## src/rtl/pipeline_hazard_ctrl.sv

```systemverilog
// Hazard and recovery sequencer for the 5-stage pipeline.
// Resolves load-use stalls, branch-misprediction squashes and data-memory
// wait freezes into write/flush/bubble controls for PC, IF/ID and ID/EX.
// Control outputs are combinational from the registered state and the
// current hazard inputs, so a hazard takes effect in the cycle it is seen.
module pipeline_hazard_ctrl #(
    parameter int unsigned FLUSH_CYCLES      = 1,
    parameter int unsigned LOAD_STALL_CYCLES = 1,
    parameter int unsigned CNT_W             = 32
) (
    input  logic             clk,
    input  logic             reset,
    input  logic [4:0]       id_rs1,
    input  logic [4:0]       id_rs2,
    input  logic             id_uses_rs2,
    input  logic [4:0]       ex_rd,
    input  logic             ex_MemRead,
    input  logic             ex_Branch,
    input  logic             ex_prediction,
    input  logic             ex_taken,
    input  logic             mem_busy,
    output logic             pc_write,
    output logic             pc_redirect,
    output logic             ifid_write,
    output logic             ifid_flush,
    output logic             idex_bubble,
    output logic             stage_hold,
    output logic [1:0]       state,
    output logic [CNT_W-1:0] branch_cnt,
    output logic [CNT_W-1:0] mispredict_cnt,
    output logic [CNT_W-1:0] stall_cnt
);

    typedef enum logic [1:0] {
        ST_RUN        = 2'b00,
        ST_LOAD_STALL = 2'b01,
        ST_FLUSH      = 2'b10
    } state_t;

    localparam bit             HAS_FLUSH   = (FLUSH_CYCLES != 0);
    localparam bit             HAS_LS_TAIL = (LOAD_STALL_CYCLES > 1);
    localparam logic [3:0]     FLUSH_INIT  = 4'(FLUSH_CYCLES);
    localparam logic [3:0]     LS_INIT     = 4'(LOAD_STALL_CYCLES - 1);
    localparam logic [CNT_W-1:0] CNT_ONE   = CNT_W'(1);

    state_t     state_q;
    logic [3:0] rem;
    logic       mp;
    logic       lu;

    // Hazard decode: branch outcome disagrees with prediction, or EX load feeds ID.
    assign mp = ex_Branch & (ex_prediction != ex_taken);
    assign lu = ex_MemRead & (ex_rd != 5'd0) &
                ((ex_rd == id_rs1) | (id_uses_rs2 & (ex_rd == id_rs2)));

    assign state = state_q;

    // Sequencer: a freeze holds everything; a mispredict overrides any stall in progress.
    always_ff @(posedge clk) begin
        // NOTE: all registered state uses non-blocking assignment so every flop
        // samples the pre-edge values regardless of statement order.
        if (reset) begin
            state_q <= ST_RUN;
            rem     <= 4'd0;
        end else if (!mem_busy) begin
            if (mp) begin
                if (HAS_FLUSH) begin
                    state_q <= ST_FLUSH;
                    rem     <= FLUSH_INIT;
                end else begin
                    state_q <= ST_RUN;
                    rem     <= 4'd0;
                end
            end else begin
                case (state_q)
                    ST_FLUSH, ST_LOAD_STALL: begin
                        if (rem <= 4'd1) begin
                            state_q <= ST_RUN;
                            rem     <= 4'd0;
                        end else begin
                            rem <= rem - 4'd1;
                        end
                    end
                    ST_RUN: begin
                        if (lu && HAS_LS_TAIL) begin
                            state_q <= ST_LOAD_STALL;
                            rem     <= LS_INIT;
                        end
                    end
                    default: begin
                        state_q <= ST_RUN;
                        rem     <= 4'd0;
                    end
                endcase
            end
        end
    end

    // Control outputs: reset > mem_busy > mispredict > load-use/state sequencing.
    always_comb begin
        // NOTE: every output gets a default first so no path leaves one
        // unassigned, which would otherwise infer a latch.
        pc_write    = 1'b1;
        ifid_write  = 1'b1;
        pc_redirect = 1'b0;
        ifid_flush  = 1'b0;
        idex_bubble = 1'b0;
        stage_hold  = 1'b0;
        if (reset) begin
            pc_write    = 1'b0;
            ifid_write  = 1'b0;
            ifid_flush  = 1'b1;
            idex_bubble = 1'b1;
        end else if (mem_busy) begin
            stage_hold  = 1'b1;
            pc_write    = 1'b0;
            ifid_write  = 1'b0;
        end else if (mp) begin
            pc_redirect = 1'b1;
            ifid_flush  = 1'b1;
            idex_bubble = 1'b1;
        end else if (state_q == ST_FLUSH) begin
            ifid_flush  = 1'b1;
            idex_bubble = 1'b1;
        end else if (state_q == ST_LOAD_STALL || (state_q == ST_RUN && lu)) begin
            pc_write    = 1'b0;
            ifid_write  = 1'b0;
            idex_bubble = 1'b1;
        end
    end

    // Saturating performance counters; a frozen pipeline resolves no branches.
    always_ff @(posedge clk) begin
        if (reset) begin
            branch_cnt     <= '0;
            mispredict_cnt <= '0;
            stall_cnt      <= '0;
        end else begin
            if (ex_Branch && !mem_busy && branch_cnt != '1)
                branch_cnt <= branch_cnt + CNT_ONE;
            if (mp && !mem_busy && mispredict_cnt != '1)
                mispredict_cnt <= mispredict_cnt + CNT_ONE;
            if (!pc_write && stall_cnt != '1)
                stall_cnt <= stall_cnt + CNT_ONE;
        end
    end

endmodule
```

## config.mk

```make
export PLATFORM = sky130hd
export DESIGN_NAME = pipeline_hazard_ctrl
export DESIGN_NICKNAME = d
export VERILOG_FILES = /design/src/rtl/pipeline_hazard_ctrl.sv
export SDC_FILE = /design/constraint.sdc
export NUM_CORES = 1
export LEC_CHECK = 0
export CORE_MARGIN = 2
export CORE_UTILIZATION = 54
export DETAILED_ROUTE_END_ITERATION = 8
export GPL_TIMING_DRIVEN = 0
export PLACE_DENSITY = 0.86
export SYNTH_ARGS = -nofsm -noshare
export SYNTH_HDL_FRONTEND = slang
export SYNTH_SLANG_ARGS = --single-unit
```

## constraint.sdc

```tcl
create_clock -name clk -period 6.3 [get_ports clk]
set_input_delay 1.575 -clock clk [delete_from_list [all_inputs] [get_ports clk]]
set_output_delay 1.575 -clock clk [all_outputs]
set_load 0.01 [all_outputs]
```

==> flow_summary.yaml <==
critical_path:
  cpPeakStageDelay_ns: 0.57
  critPathMaxFanout: 11
  crit_chain: "clkdlybuf4s50_1, or4_1, o211ai_1, o21ai_4, inv_2, buf_6, buf_2, buf_4, clkdlybuf4s50_1"
  path_buf_inv: 6
  cpMostUsedCell: "clkdlybuf4s50_1"
  worstSetupStartpointType: "input port"
  reg2reg_depth: 9
  cp.depth: 9
  crit_arrival_ns: 4.23
  endpoint_kind: "primary output"
  crit_type: "in -> out"
  critPathSlowestCell: "or4_1"
  required_ns: 4.72
  cp_top_family: "buffers and inverters"
clocking:
  cts_resized: 0
  cts_hold_buf: 0
  cts-root-buf: "clkbuf_8"
  ctsLongestPathBuffers: 2
  h-tree-depth: 3
  clk_latency_ns: 0.36
  clkTransAtPathRegs_ns: 0.10
  cts_tree: "done"
  cts_setup_buffers: 0
  cts.sinks: 101
  cts_buffers: 9
synthesis:
  synth_area_per_cell_sq_um: 8.32
  yosys-top-cells-area: "dfxtp_1 38%, xor2_1 6.6%, nor2_1 5.5%"
  synth_top_area_cell: "dfxtp_1"
  ys_seq_area_frac: 0.383
  synthArstFlopShare: 0
  ys_warn_count: 0
  synth-seq-cells: 101
  synth_flop_cell: "dfxtp_1"
  synthDistinctLibCells: 57
  synthesis.nets: 662
  synth_top_area_frac: 0.383
  synth-edff-count: 0
  syn_inst: 634
  mappedNetlistArea_sq_mm: 0.00528
sta:
  post-route-period-util: 0.921
  rsz0062_at_grt: "no"
  finalSetupTns_ns: 0
  slew_viol_final: 0
  fin_skew_ns: 0.0137
  slew_headroom: 0.424
  max_freq_mhz: 172
  finalHoldViolations: 0
  setup_viol: 0
  period_needed_ns: 5.80
  worstMarginPinSlew_ns: 0.860
run_status:
  status: "finished, final reports clean"
floorplanning:
  core_region_area_sq_mm: 0.00964
  rows: 36
  initial_core_util: 0.548
  die_height_um: 103
  io_pins: 127
  die_w_um: 103
  dieArea_sq_mm: 0.0106
drt:
  drt-pass1-iter-count: 4
  viasPerCell: 5.95
  wl_per_cell_um: 16.2
  routed_wl_mm: 14.7
  drt_iter0_markers: 213
  num_vias: 5395
  drtAntennaViolNets: 0
  drc: 0
worst_hold_path:
  worstHoldPathCells: 2
  hold_path_class: "reg -> reg"
global_route:
  grt_pass1_vias: 5077
  grt_start_max_net_pins: 16
  grt_pass1_wl_mm: 23.8
  globalRouteTotalUtil: 0.279
  antenna_found_initial: 0
  overflow: 0
layout:
  area_growth_pct: 31.3
  antenna_cells: 0
  layout.nets: 798
  fin_area_sq_mm: 0.00693
  drive_above_1_share: 0.0595
power_and_ir_drop:
  leakagePower_nw: 2.24
  powerDensity_mw_per_mm2: 178
  ir_worst_vdd_mv: 0.120
place:
  place.port_buffers: 125
  gp_congestion: 0.941
  detailed_place_hpwl_mm: 10.9
  dpl_cell_area_sq_mm: 0.00670
run:
  cap_violations: 0
report_power, final:
part | internal (W) | leakage, nW | switching [W]
Clock | 0.000271 | 0.114 | 0.000222
Combinational | 0.0000414 | 1.31 | 0.0000488
Sequential | 0.000642 | 0.814 | 0.00000619
Total | 0.000954 | 2.24 | 0.000277
layout make-up:
class,count,area (sq um)
fill,786,2710
timing repair buffer,125,1250
tap,133,166
clock buffer,10,138
inverter,15,56.3
multi-input combinational,488,3040
sequential,101,2020
buffer,30,158
clock inverter,4,97.6
worst register-to-register path: stages (launching register included):
cell and delay [ns]:
dfxtp_1 0.46, ha_1 0.27, nand2_1 0.09, nor4_1 0.52, and3_1 0.26, buf_2 0.24, buf_4 0.23, buf_4 0.19
o31ai_1 0.09, a21oi_1 0.15
synthesized netlist by cell type, types with 2 or more instances:
cell type    n
inv_2        3
ha_1         5
a31oi_1      2
or2_2        2
or4_1       27
buf_2        6
nor2b_1      8
xor2_1      40
mux2i_1      3
xnor2_1     22
nor4_2       4
and3_1      13
dfxtp_1    101
or3_1       15
buf_4        4
nand2b_1     2
mux2_1       3
o31ai_1     20
nand4b_1     2
nand3b_1     4
nor3_1      14
o21ai_0     19
inv_1       12
clkbuf_1    17
mux2_2       2
a21oi_1     41
nor4_1       8
nand2_1     38
nor2_1      77
and2_1       3
nand4_1     37
and4_1      10
nand3_1     44
buf_6        3
cell families after synthesis:
family	Yosys count	synth area share
other	1	0.000711
AO/OA/AOI/OAI	98	0.116
AND/OR/NAND/NOR	314	0.328
XOR/XNOR	62	0.103
adder cells (fa/ha/maj)	5	0.0119
flip-flops	101	0.383
multiplexers	8	0.0164
buffers and inverters	45	0.0405
cells in the final DEF, fill, tap and decap left out, types with 8 or more instances in the layout:
master,n
nor2b_1,8
and3_1,13
nor3_1,14
xor2_1,40
or4_1,27
nor2_1,77
a21oi_1,41
nor4_1,8
clkbuf_8,10
clkbuf_1,17
xnor2_1,22
and4_1,10
or3_1,15
o21ai_0,19
nand4_1,37
nand2_1,38
clkdlybuf4s50_1,125
o31ai_1,20
nand3_1,44
dfxtp_1,101
inv_1,12
registers in the layout, summed over array words and instances (netlist names):
name,count
branch_cnt,32
mispredict_cnt,32
rem,4
stall_cnt,32
state,1
through the flow:
step / power, W / setup slack, ns / hold slack [ns] / std cells / utilization
after CTS: 0.00124 / 0.483 / 0.498 / 906 / 0.719
after floorplan: 0.000708 / 1.69 / 0.440 / 634 / -
after global routing: 0.00127 / 0.375 / 0.524 / 906 / 0.719
final: 0.00123 / 0.495 / 0.499 / 906 / 0.719
after global placement: 0.000749 / 0.503 / 0.455 / 892 / 0.695
after detailed placement: 0.000752 / 0.491 / 0.477 / 892 / 0.695
routing by layer:
metal  routed length (um)  vias up  global-route usage
met5                    0        -                   0
met3                  957       24              0.0603
li1                     -     2584                   -
met1                 6180     2566               0.344
met2                 7310      221               0.486
met4                  209        0              0.0931
worst paths after layout:
path,startpoint,end,slack [ns]
worst max register to register,stall_cnt[0]$_SDFFE_PP0P_,stall_cnt[6]$_SDFFE_PP0P_,3.72
worst min register to register,rem[2]$_SDFFE_PP0P_,rem[2]$_SDFFE_PP0P_,0.50
worst max-delay path,ex_rd[2],pc_write,0.50
worst min-delay path,rem[2]$_SDFFE_PP0P_,rem[2]$_SDFFE_PP0P_,0.50
(Power assumes the default switching activity.)
